$ cat config.mk
export PLATFORM = sky130hd
export DESIGN_NAME = viterbi_decoder_param
export DESIGN_NICKNAME = d
export VERILOG_FILES = /design/src/rtl/viterbi_decoder_param.sv
export SDC_FILE = /design/constraint.sdc
export NUM_CORES = 1
export LEC_CHECK = 0
export BUFFER_PORTS_ARGS = -buffer_cell sky130_fd_sc_hd__buf_2
export CAP_MARGIN = 20
export CORE_MARGIN = 3
export CORE_UTILIZATION = 30
export CTS_CLUSTER_DIAMETER = 40
export CTS_CLUSTER_SIZE = 40
export DETAILED_ROUTE_END_ITERATION = 16
export PLACE_DENSITY_LB_ADDON = 0.1
export SLEW_MARGIN = 20
export SYNTH_ARGS = -nofsm -noshare
export SYNTH_HDL_FRONTEND = slang
export SYNTH_SLANG_ARGS = --single-unit
$ cat constraint.sdc
create_clock -name clk -period 4.8 [get_ports clk]
set_input_delay 1.44 -clock clk [delete_from_list [all_inputs] [get_ports clk]]
set_output_delay 1.44 -clock clk [all_outputs]
set_load 0.05 [all_outputs]
$ cat src/rtl/viterbi_decoder_param.sv
`default_nettype none
// ============================================================================
//  Module   : viterbi_decoder_param
//  Purpose  : Hard-decision Viterbi decoder for rate-1/2 convolutional codes
//             with parametrised constraint length and generator polynomials.
//             One add-compare-select per accepted symbol, circular survivor
//             memory, per-symbol traceback and an end-of-block flush.
//  Ports    : clk, rst           - clock, asynchronous active-high reset
//             in_sym[1:0]        - received symbol {c1,c0}
//             in_valid/in_ready  - input handshake
//             in_last            - final symbol of a block
//             out_bit            - decoded bit
//             out_valid/out_ready- output handshake
//             out_last           - final decoded bit of a block
//  Revision : 1.0 - initial parametrised release
// ============================================================================
module viterbi_decoder_param #(
    parameter int             K        = 3,
    parameter logic [K-1:0]   G0       = 3'o7,
    parameter logic [K-1:0]   G1       = 3'o5,
    parameter int             TB_DEPTH = 15,
    parameter int             PM_W     = 6
) (
    input  logic       clk,
    input  logic       rst,
    input  logic [1:0] in_sym,
    input  logic       in_valid,
    input  logic       in_last,
    output logic       in_ready,
    output logic       out_bit,
    output logic       out_valid,
    output logic       out_last,
    input  logic       out_ready
);

    localparam int SW    = K - 1;
    localparam int NS    = 1 << SW;
    localparam int PTR_W = (TB_DEPTH > 1) ? $clog2(TB_DEPTH) : 1;
    localparam int CNT_W = $clog2(TB_DEPTH + 1);

    localparam logic [PTR_W-1:0] C_COL_LAST  = PTR_W'(TB_DEPTH - 1);
    localparam logic [PTR_W-1:0] C_STEP_LAST = PTR_W'(TB_DEPTH - 2);
    localparam logic [CNT_W-1:0] C_DEPTH     = CNT_W'(TB_DEPTH);
    localparam logic [PM_W-1:0]  C_PM_INIT   = PM_W'(1 << (PM_W - 2));

    typedef enum logic [2:0] {
        ST_IDLE   = 3'd0,
        ST_TRACE  = 3'd1,
        ST_EMIT   = 3'd2,
        ST_FTRACE = 3'd3,
        ST_FEMIT  = 3'd4
    } state_t;

    state_t r_state, w_state_nx;

    logic [PM_W-1:0]   r_pm [NS];
    logic [NS-1:0]     r_dec [TB_DEPTH];
    logic [CNT_W-1:0]  r_cnt;
    logic [PTR_W-1:0]  r_wptr;
    logic [PTR_W-1:0]  r_col;
    logic [PTR_W-1:0]  r_step;
    logic              r_first;
    logic [SW-1:0]     r_tb_state;
    logic [PTR_W-1:0]  r_idx;
    logic [PTR_W-1:0]  r_eidx;
    logic [CNT_W-1:0]  r_pend;
    logic [TB_DEPTH-1:0] r_buf;
    logic              r_out_bit;

    logic              w_acc;
    logic [PM_W-1:0]   w_pm_acs [NS];
    logic [NS-1:0]     w_dec_col;
    logic [NS-1:0]     w_msb;
    logic              w_norm;
    logic [PM_W-1:0]   w_clr;
    logic [CNT_W-1:0]  w_cnt_next;
    logic [SW-1:0]     w_best;
    logic [PM_W-1:0]   w_best_pm;
    logic [SW-1:0]     w_cur;
    logic [SW-1:0]     w_prev;
    logic [PTR_W-1:0]  w_col_dec;
    logic [PTR_W-1:0]  w_eidx_nx;
    logic              w_last_bit;

    // in_ready depends only on state, so the acceptance term is built from
    // the state directly to keep the combinational graph acyclic.
    assign w_acc = in_valid & (r_state == ST_IDLE);

    // ------------------------------------------------------------------
    // Add-compare-select, one butterfly half per destination state.
    // Predecessors of ns are {ns[K-3:0], b}; the newest input is ns MSB.
    // ------------------------------------------------------------------
    genvar gi;
    generate
        for (gi = 0; gi < NS; gi++) begin : g_acs
            localparam logic [SW-1:0] C_NS = SW'(gi);
            localparam logic [SW-1:0] C_P0 = {C_NS[SW-2:0], 1'b0};
            localparam logic [SW-1:0] C_P1 = {C_NS[SW-2:0], 1'b1};
            localparam logic [K-1:0]  C_R0 = {C_NS[SW-1], C_P0};
            localparam logic [K-1:0]  C_R1 = {C_NS[SW-1], C_P1};
            localparam logic [1:0]    C_E0 = {^(C_R0 & G0), ^(C_R0 & G1)};
            localparam logic [1:0]    C_E1 = {^(C_R1 & G0), ^(C_R1 & G1)};

            logic [1:0]      w_x0, w_x1;
            logic [1:0]      w_bm0, w_bm1;
            logic [PM_W-1:0] w_s0, w_s1;

            assign w_x0  = in_sym ^ C_E0;
            assign w_x1  = in_sym ^ C_E1;
            assign w_bm0 = {1'b0, w_x0[1]} + {1'b0, w_x0[0]};
            assign w_bm1 = {1'b0, w_x1[1]} + {1'b0, w_x1[0]};
            assign w_s0  = r_pm[C_P0] + PM_W'(w_bm0);
            assign w_s1  = r_pm[C_P1] + PM_W'(w_bm1);

            // strict compare: a tie keeps the b=0 predecessor
            assign w_dec_col[gi] = (w_s1 < w_s0);
            assign w_pm_acs[gi]  = w_dec_col[gi] ? w_s1 : w_s0;
            assign w_msb[gi]     = w_pm_acs[gi][PM_W-1];
        end
    endgenerate

    // Subtracting 2^(PM_W-1) from every metric preserves all comparisons.
    assign w_norm = &w_msb;
    assign w_clr  = {w_norm, {(PM_W-1){1'b0}}};

    assign w_cnt_next = (r_cnt == C_DEPTH) ? r_cnt : r_cnt + 1'b1;

    // Lowest metric, lowest index on ties.
    always_comb begin
        w_best    = '0;
        w_best_pm = r_pm[0];
        for (int i = 1; i < NS; i++) begin
            if (r_pm[i] < w_best_pm) begin
                w_best_pm = r_pm[i];
                w_best    = SW'(i);
            end
        end
    end

    // Traceback step: the survivor bit is the oldest state bit shifted back in.
    assign w_cur      = r_first ? w_best : r_tb_state;
    assign w_prev     = {w_cur[SW-2:0], r_dec[r_col][w_cur]};
    assign w_col_dec  = (r_col == '0) ? C_COL_LAST : r_col - 1'b1;
    assign w_eidx_nx  = r_eidx + 1'b1;
    assign w_last_bit = (CNT_W'(r_eidx) == (r_pend - 1'b1));

    // ------------------------------------------------------------------
    // FSM
    // ------------------------------------------------------------------
    always_ff @(posedge clk or posedge rst) begin
        if (rst) begin
            r_state <= ST_IDLE;
        end else begin
            r_state <= w_state_nx;
        end
    end

    always_comb begin
        w_state_nx = r_state;
        in_ready   = 1'b0;
        out_valid  = 1'b0;
        out_last   = 1'b0;
        case (r_state)
            ST_IDLE: begin
                in_ready = 1'b1;
                if (w_acc) begin
                    if (in_last) begin
                        w_state_nx = ST_FTRACE;
                    end else if (w_cnt_next == C_DEPTH) begin
                        w_state_nx = ST_TRACE;
                    end
                end
            end
            ST_TRACE: begin
                if (r_step == C_STEP_LAST) begin
                    w_state_nx = ST_EMIT;
                end
            end
            ST_EMIT: begin
                out_valid = 1'b1;
                if (out_ready) begin
                    w_state_nx = ST_IDLE;
                end
            end
            ST_FTRACE: begin
                if (r_idx == '0) begin
                    w_state_nx = ST_FEMIT;
                end
            end
            ST_FEMIT: begin
                out_valid = 1'b1;
                out_last  = w_last_bit;
                if (out_ready && w_last_bit) begin
                    w_state_nx = ST_IDLE;
                end
            end
            default: w_state_nx = ST_IDLE;
        endcase
    end

    assign out_bit = r_out_bit;

    // ------------------------------------------------------------------
    // Datapath registers
    // ------------------------------------------------------------------
    always_ff @(posedge clk or posedge rst) begin
        if (rst) begin
            for (int i = 0; i < NS; i++) begin
                r_pm[i] <= (i == 0) ? '0 : C_PM_INIT;
            end
            r_cnt      <= '0;
            r_wptr     <= '0;
            r_col      <= '0;
            r_step     <= '0;
            r_first    <= 1'b0;
            r_tb_state <= '0;
            r_idx      <= '0;
            r_eidx     <= '0;
            r_pend     <= '0;
            r_buf      <= '0;
            r_out_bit  <= 1'b0;
        end else begin
            case (r_state)
                ST_IDLE: begin
                    if (w_acc) begin
                        for (int i = 0; i < NS; i++) begin
                            r_pm[i] <= w_pm_acs[i] & ~w_clr;
                        end
                        r_wptr  <= (r_wptr == C_COL_LAST) ? '0 : r_wptr + 1'b1;
                        r_cnt   <= w_cnt_next;
                        // traceback starts at the column just written
                        r_col   <= r_wptr;
                        r_step  <= '0;
                        r_first <= 1'b1;
                        r_idx   <= PTR_W'(w_cnt_next - 1'b1);
                        r_pend  <= w_cnt_next;
                    end
                end
                ST_TRACE: begin
                    r_first    <= 1'b0;
                    r_tb_state <= w_prev;
                    r_col      <= w_col_dec;
                    r_step     <= r_step + 1'b1;
                    if (r_step == C_STEP_LAST) begin
                        r_out_bit <= w_prev[SW-1];
                    end
                end
                ST_FTRACE: begin
                    // newest bit lands at the highest index so emission
                    // can walk the buffer upward, oldest first
                    r_first      <= 1'b0;
                    r_buf[r_idx] <= w_cur[SW-1];
                    if (r_idx == '0) begin
                        r_out_bit <= w_cur[SW-1];
                        r_eidx    <= '0;
                    end else begin
                        r_tb_state <= w_prev;
                        r_col      <= w_col_dec;
                        r_idx      <= r_idx - 1'b1;
                    end
                end
                ST_FEMIT: begin
                    if (out_ready) begin
                        if (w_last_bit) begin
                            for (int i = 0; i < NS; i++) begin
                                r_pm[i] <= (i == 0) ? '0 : C_PM_INIT;
                            end
                            r_cnt <= '0;
                        end else begin
                            r_eidx    <= w_eidx_nx;
                            r_out_bit <= r_buf[w_eidx_nx];
                        end
                    end
                end
                default: ;
            endcase
        end
    end

    // Survivor memory: contents need no reset.
    always_ff @(posedge clk) begin
        if (w_acc) begin
            r_dec[r_wptr] <= w_dec_col;
        end
    end

endmodule
`default_nettype wire

==> metrics.md <==
| Metric | Value |
|---|---|
| DR vias | roughly 6200 |
| Worst reg2reg path depth | 19 |
| Setup Skew | around 16 ps |
| First-iteration detailed-routing DRC count | about 380 |
| Share of cells above drive strength 1 | around a fifth |
| Post-layout net count | just over 900 |
| Total die area | between 30000 and 40000 sq um |
| Number of synthesized flops with an enable pin | 60 |
| Warnings from Yosys | 0 |
| Drt drc | 0 |
| GR Overflow Total | 0 |
| Mux cell area share after synthesis | 11.0% |
| Largest net degree at the start of global routing | 41 |
| Post-Syn Area | about 8500 sq um |
| Critical path type | reg -> reg |
| Routed len/inst | between 15 and 20 um |
| Core box area | roughly 27000 sq um |
| Tcrit/Tclk final | a little over nine tenths |
| CP peak stage delay | approximately 420 ps |
| Vias in the first global route | 6418 |
| Main flop type after synthesis | dfrtp_1 |
| Sequential area share after synthesis | 43.3% |
| Netlist cell types | 67 |
| Worst path buffer plus inverter count | 1 |
| Detailed Place HPWL | 15900 um |
| # diodes | 0 |
| IO Port Bufs | 10 |
| CTS tree | done |
| Yosys top cell by area | edfxtp_1 |
| Fmax | 213 MHz |
| CTS Buffer Depth | 2 |
| TritonRoute pass-1 iters | 5 |
| Max Cap Viol | 0 |
| Largest delay contributor family on the critical path | compound AO/OA/AOI/OAI gates |
| Clk sinks | around 130 |
| Flops & latches, synth | 134 |
| Yosys top cell area share | 21.3% |
| Die Wd | 174 um |
| Filler cell count in the final layout | approximately 2800 |
| Reg-to-Reg Start | r_pm[17] |
| Slew HR | 45.9% |
| Area Growth Syn to Fin | 17.5% |
| Root Buffer | clkbuf_16 |
| Drt via density | roughly 5 |
| Final Hold Viols | 0 |
| Syn Area/Cell | 10.5 sq um |
| Fin crit period | 4690 ps |
| Xor/xnor cell area share of the yosys netlist | ~4.2% |
| Critical path arrival | between 4000 and 5000 ps |
| GRT Util Overall | between 10% and 20% |
| CP Max Fanout | 5 |
| Ys async rst share | around 55% |
| Req. time, crit path | a little over 5000 ps |
| Synth Area in Simple Gates | about an eighth |
| FF+latch area | 3660 sq um |
| Hold wc startpoint | r_tb_state[1] |
| Worst setup SP type | flip-flop |
| Multi-input logic area | 4640 sq um |
| Final setup violation count | 0 |
| Initial Utilization | 30.9% |
| Skew-Pair Late Insertion Delay | around 420 ps |
| Htree depth | 4 |
| Post-synthesis compound-gate area fraction | 14.0% |
| First-pass GRT wire length | roughly 36000 um |
| I/O pin count | 11 |
| Post-synthesis adder-cell area fraction | 10.6% |
| Mapped Nets | 876 |
| Worst Setup End Kind | flip-flop |
| Synth area leaders | edfxtp_1 (21%), dfrtp_1 (21%), ha_1 (8.7%) |
| Most numerous cell in the Yosys netlist | nand2_1 |
| Rows | 60 |
| Hold Path Stages | 2 |
| Crit path depth | 19 |
| Crit path launch | r_pm[17] |
| Gpl congestion | approximately 0.84 |
| Reg-to-reg setup timing slack | about 110 ps |
| DRT Wirelength | 22000 um |
| Crit path cell chain | ha_4 -> nand4_1 -> o21ai_4 -> mux2i_2 -> ha_1 -> a21oi_2 -> o21ai_2 -> a21oi_2 -> buf_6 -> mux2_2 -> ha_4 -> and4_1 -> o21ai_2 -> o21bai_4 -> o32ai_4 -> or2_1 -> mux2_4 -> a211oi_4 -> a221oi_2 |
| Remaining antenna violation count | 0 |
| Slew Viols, Final | 0 |
| Reg2reg end | r_tb_state[0] |
| Largest family of logic cells by synthesized area | compound AO/OA/AOI/OAI gates |
| Worst slew pin tran | just over 800 ps |
| WHS Endpoint | r_tb_state[1] |
| CTS Buf Count | 17 |
| Worst path slowest cell | dfrtp_1 |
| Synth Instances | 802 |
| Clock Pin Slew Worst Setup and Hold Paths | 70 ps |
| Initial antenna violation count | 0 |
| WHS | about 500 ps |
| HP Class | reg -> reg |
| Status | finished clean |
| Top post-synthesis cells by count | nand2_1 (72), dfrtp_1 (71), nor2_1 (70) |
| Chip height | between 150 and 200 um |
| # hold bufs at CTS | 0 |
## metal layers
layer	vias to the layer above	GRT usage (%)	wire length, um
li1	2989	-	-
met1	3070	19.3	10200
met2	86	25.7	11000
met3	24	2.69	458
met4	0	3.95	349
met5	-	0	0
## cells in the final DEF (no fill, tap or decap), types with 23 or more instances in the layout
cell type	n
edfxtp_1	60
buf_4	49
xnor2_1	29
nor2_1	69
nand3_1	29
a21oi_1	29
inv_1	35
nand2_1	72
ha_1	53
mux2i_1	23
o21ai_0	49
dfrtp_1	71
a21o_1	28
mux2_2	26
## stage by stage
stage	worst slack (ps)	TNS [ps]	area, sq um	cells	utilization (%)
2_1_floorplan	36.3	0	8460	802	-
3_5_place_dp	-120	-1170	9100	1185	33.3
3_3_place_gp	-5.61	-10.3	9100	1185	33.3
4_1_cts	5.38	0	9770	1222	35.8
5_1_grt	-114	-1340	9930	1228	36.4
6_report	106	0	9930	1228	36.4
## state kept, by name (all words and copies together) (netlist names)
name        count
r_pend          4
r_step          4
r_col           4
r_buf          15
r_dec          60
r_idx           4
r_first         1
r_wptr          4
r_pm           24
r_tb_state      2
r_eidx          4
r_cnt           4
out_bit         1
r_state         3
## cell type report
class | count | share of cell area, %
Timing Repair Buffer | 60 | 4.32
Clock inverter | 13 | 1.46
Clock buffer | 19 | 4.50
Multi-Input combinational cell | 591 | 46.7
Sequential cell | 134 | 36.8
Inverter | 39 | 1.49
Tap cell | 372 | 4.69
## worst reg2reg max path: cells and delay by family, from the launching register on
| family | cells | cell delay [ps] |
|---|---|---|
| AOI/OAI and AO/OA | 9 | 1530 |
| adders and majority gates | 3 | 880 |
| buffers and inverters | 1 | 150 |
| DFF | 1 | 420 |
| muxes | 3 | 1000 |
| and+or+nand+nor | 3 | 590 |
## logic make-up (layout without fill, tap and decap cells)
family	count (synthesis)	in the layout
AND/OR/NAND/NOR	238	238
AO/OA/AOI/OAI	175	175
flip-flops	134	134
buffers and inverters	77	131
multiplexers	70	70
adder cells (fa/ha/maj)	67	67
XOR/XNOR	41	41
## worst max-delay path by stage
stage,end
after floorplan,r_pm[11]
after global routing,r_tb_state[0]
after detailed placement,r_tb_state[0]
after CTS,r_tb_state[0]
after global placement,r_pm[23]
final,r_tb_state[0]
## what timing repair did
| item | in CTS | in global routing |
|---|---|---|
| buffers inserted | 5 | 6 |
| hold endpoints to repair | 0 | 0 |
| endpoints found under the setup margin | 17 | 17 |
| cloned | 0 | 0 |
| pin swaps | 5 | 10 |
| gates resized for setup | 6 | 22 |
Power is left out: the tool's default activity adds up to more than one toggle a clock period on the data nets, which glitch-free logic cannot reach.
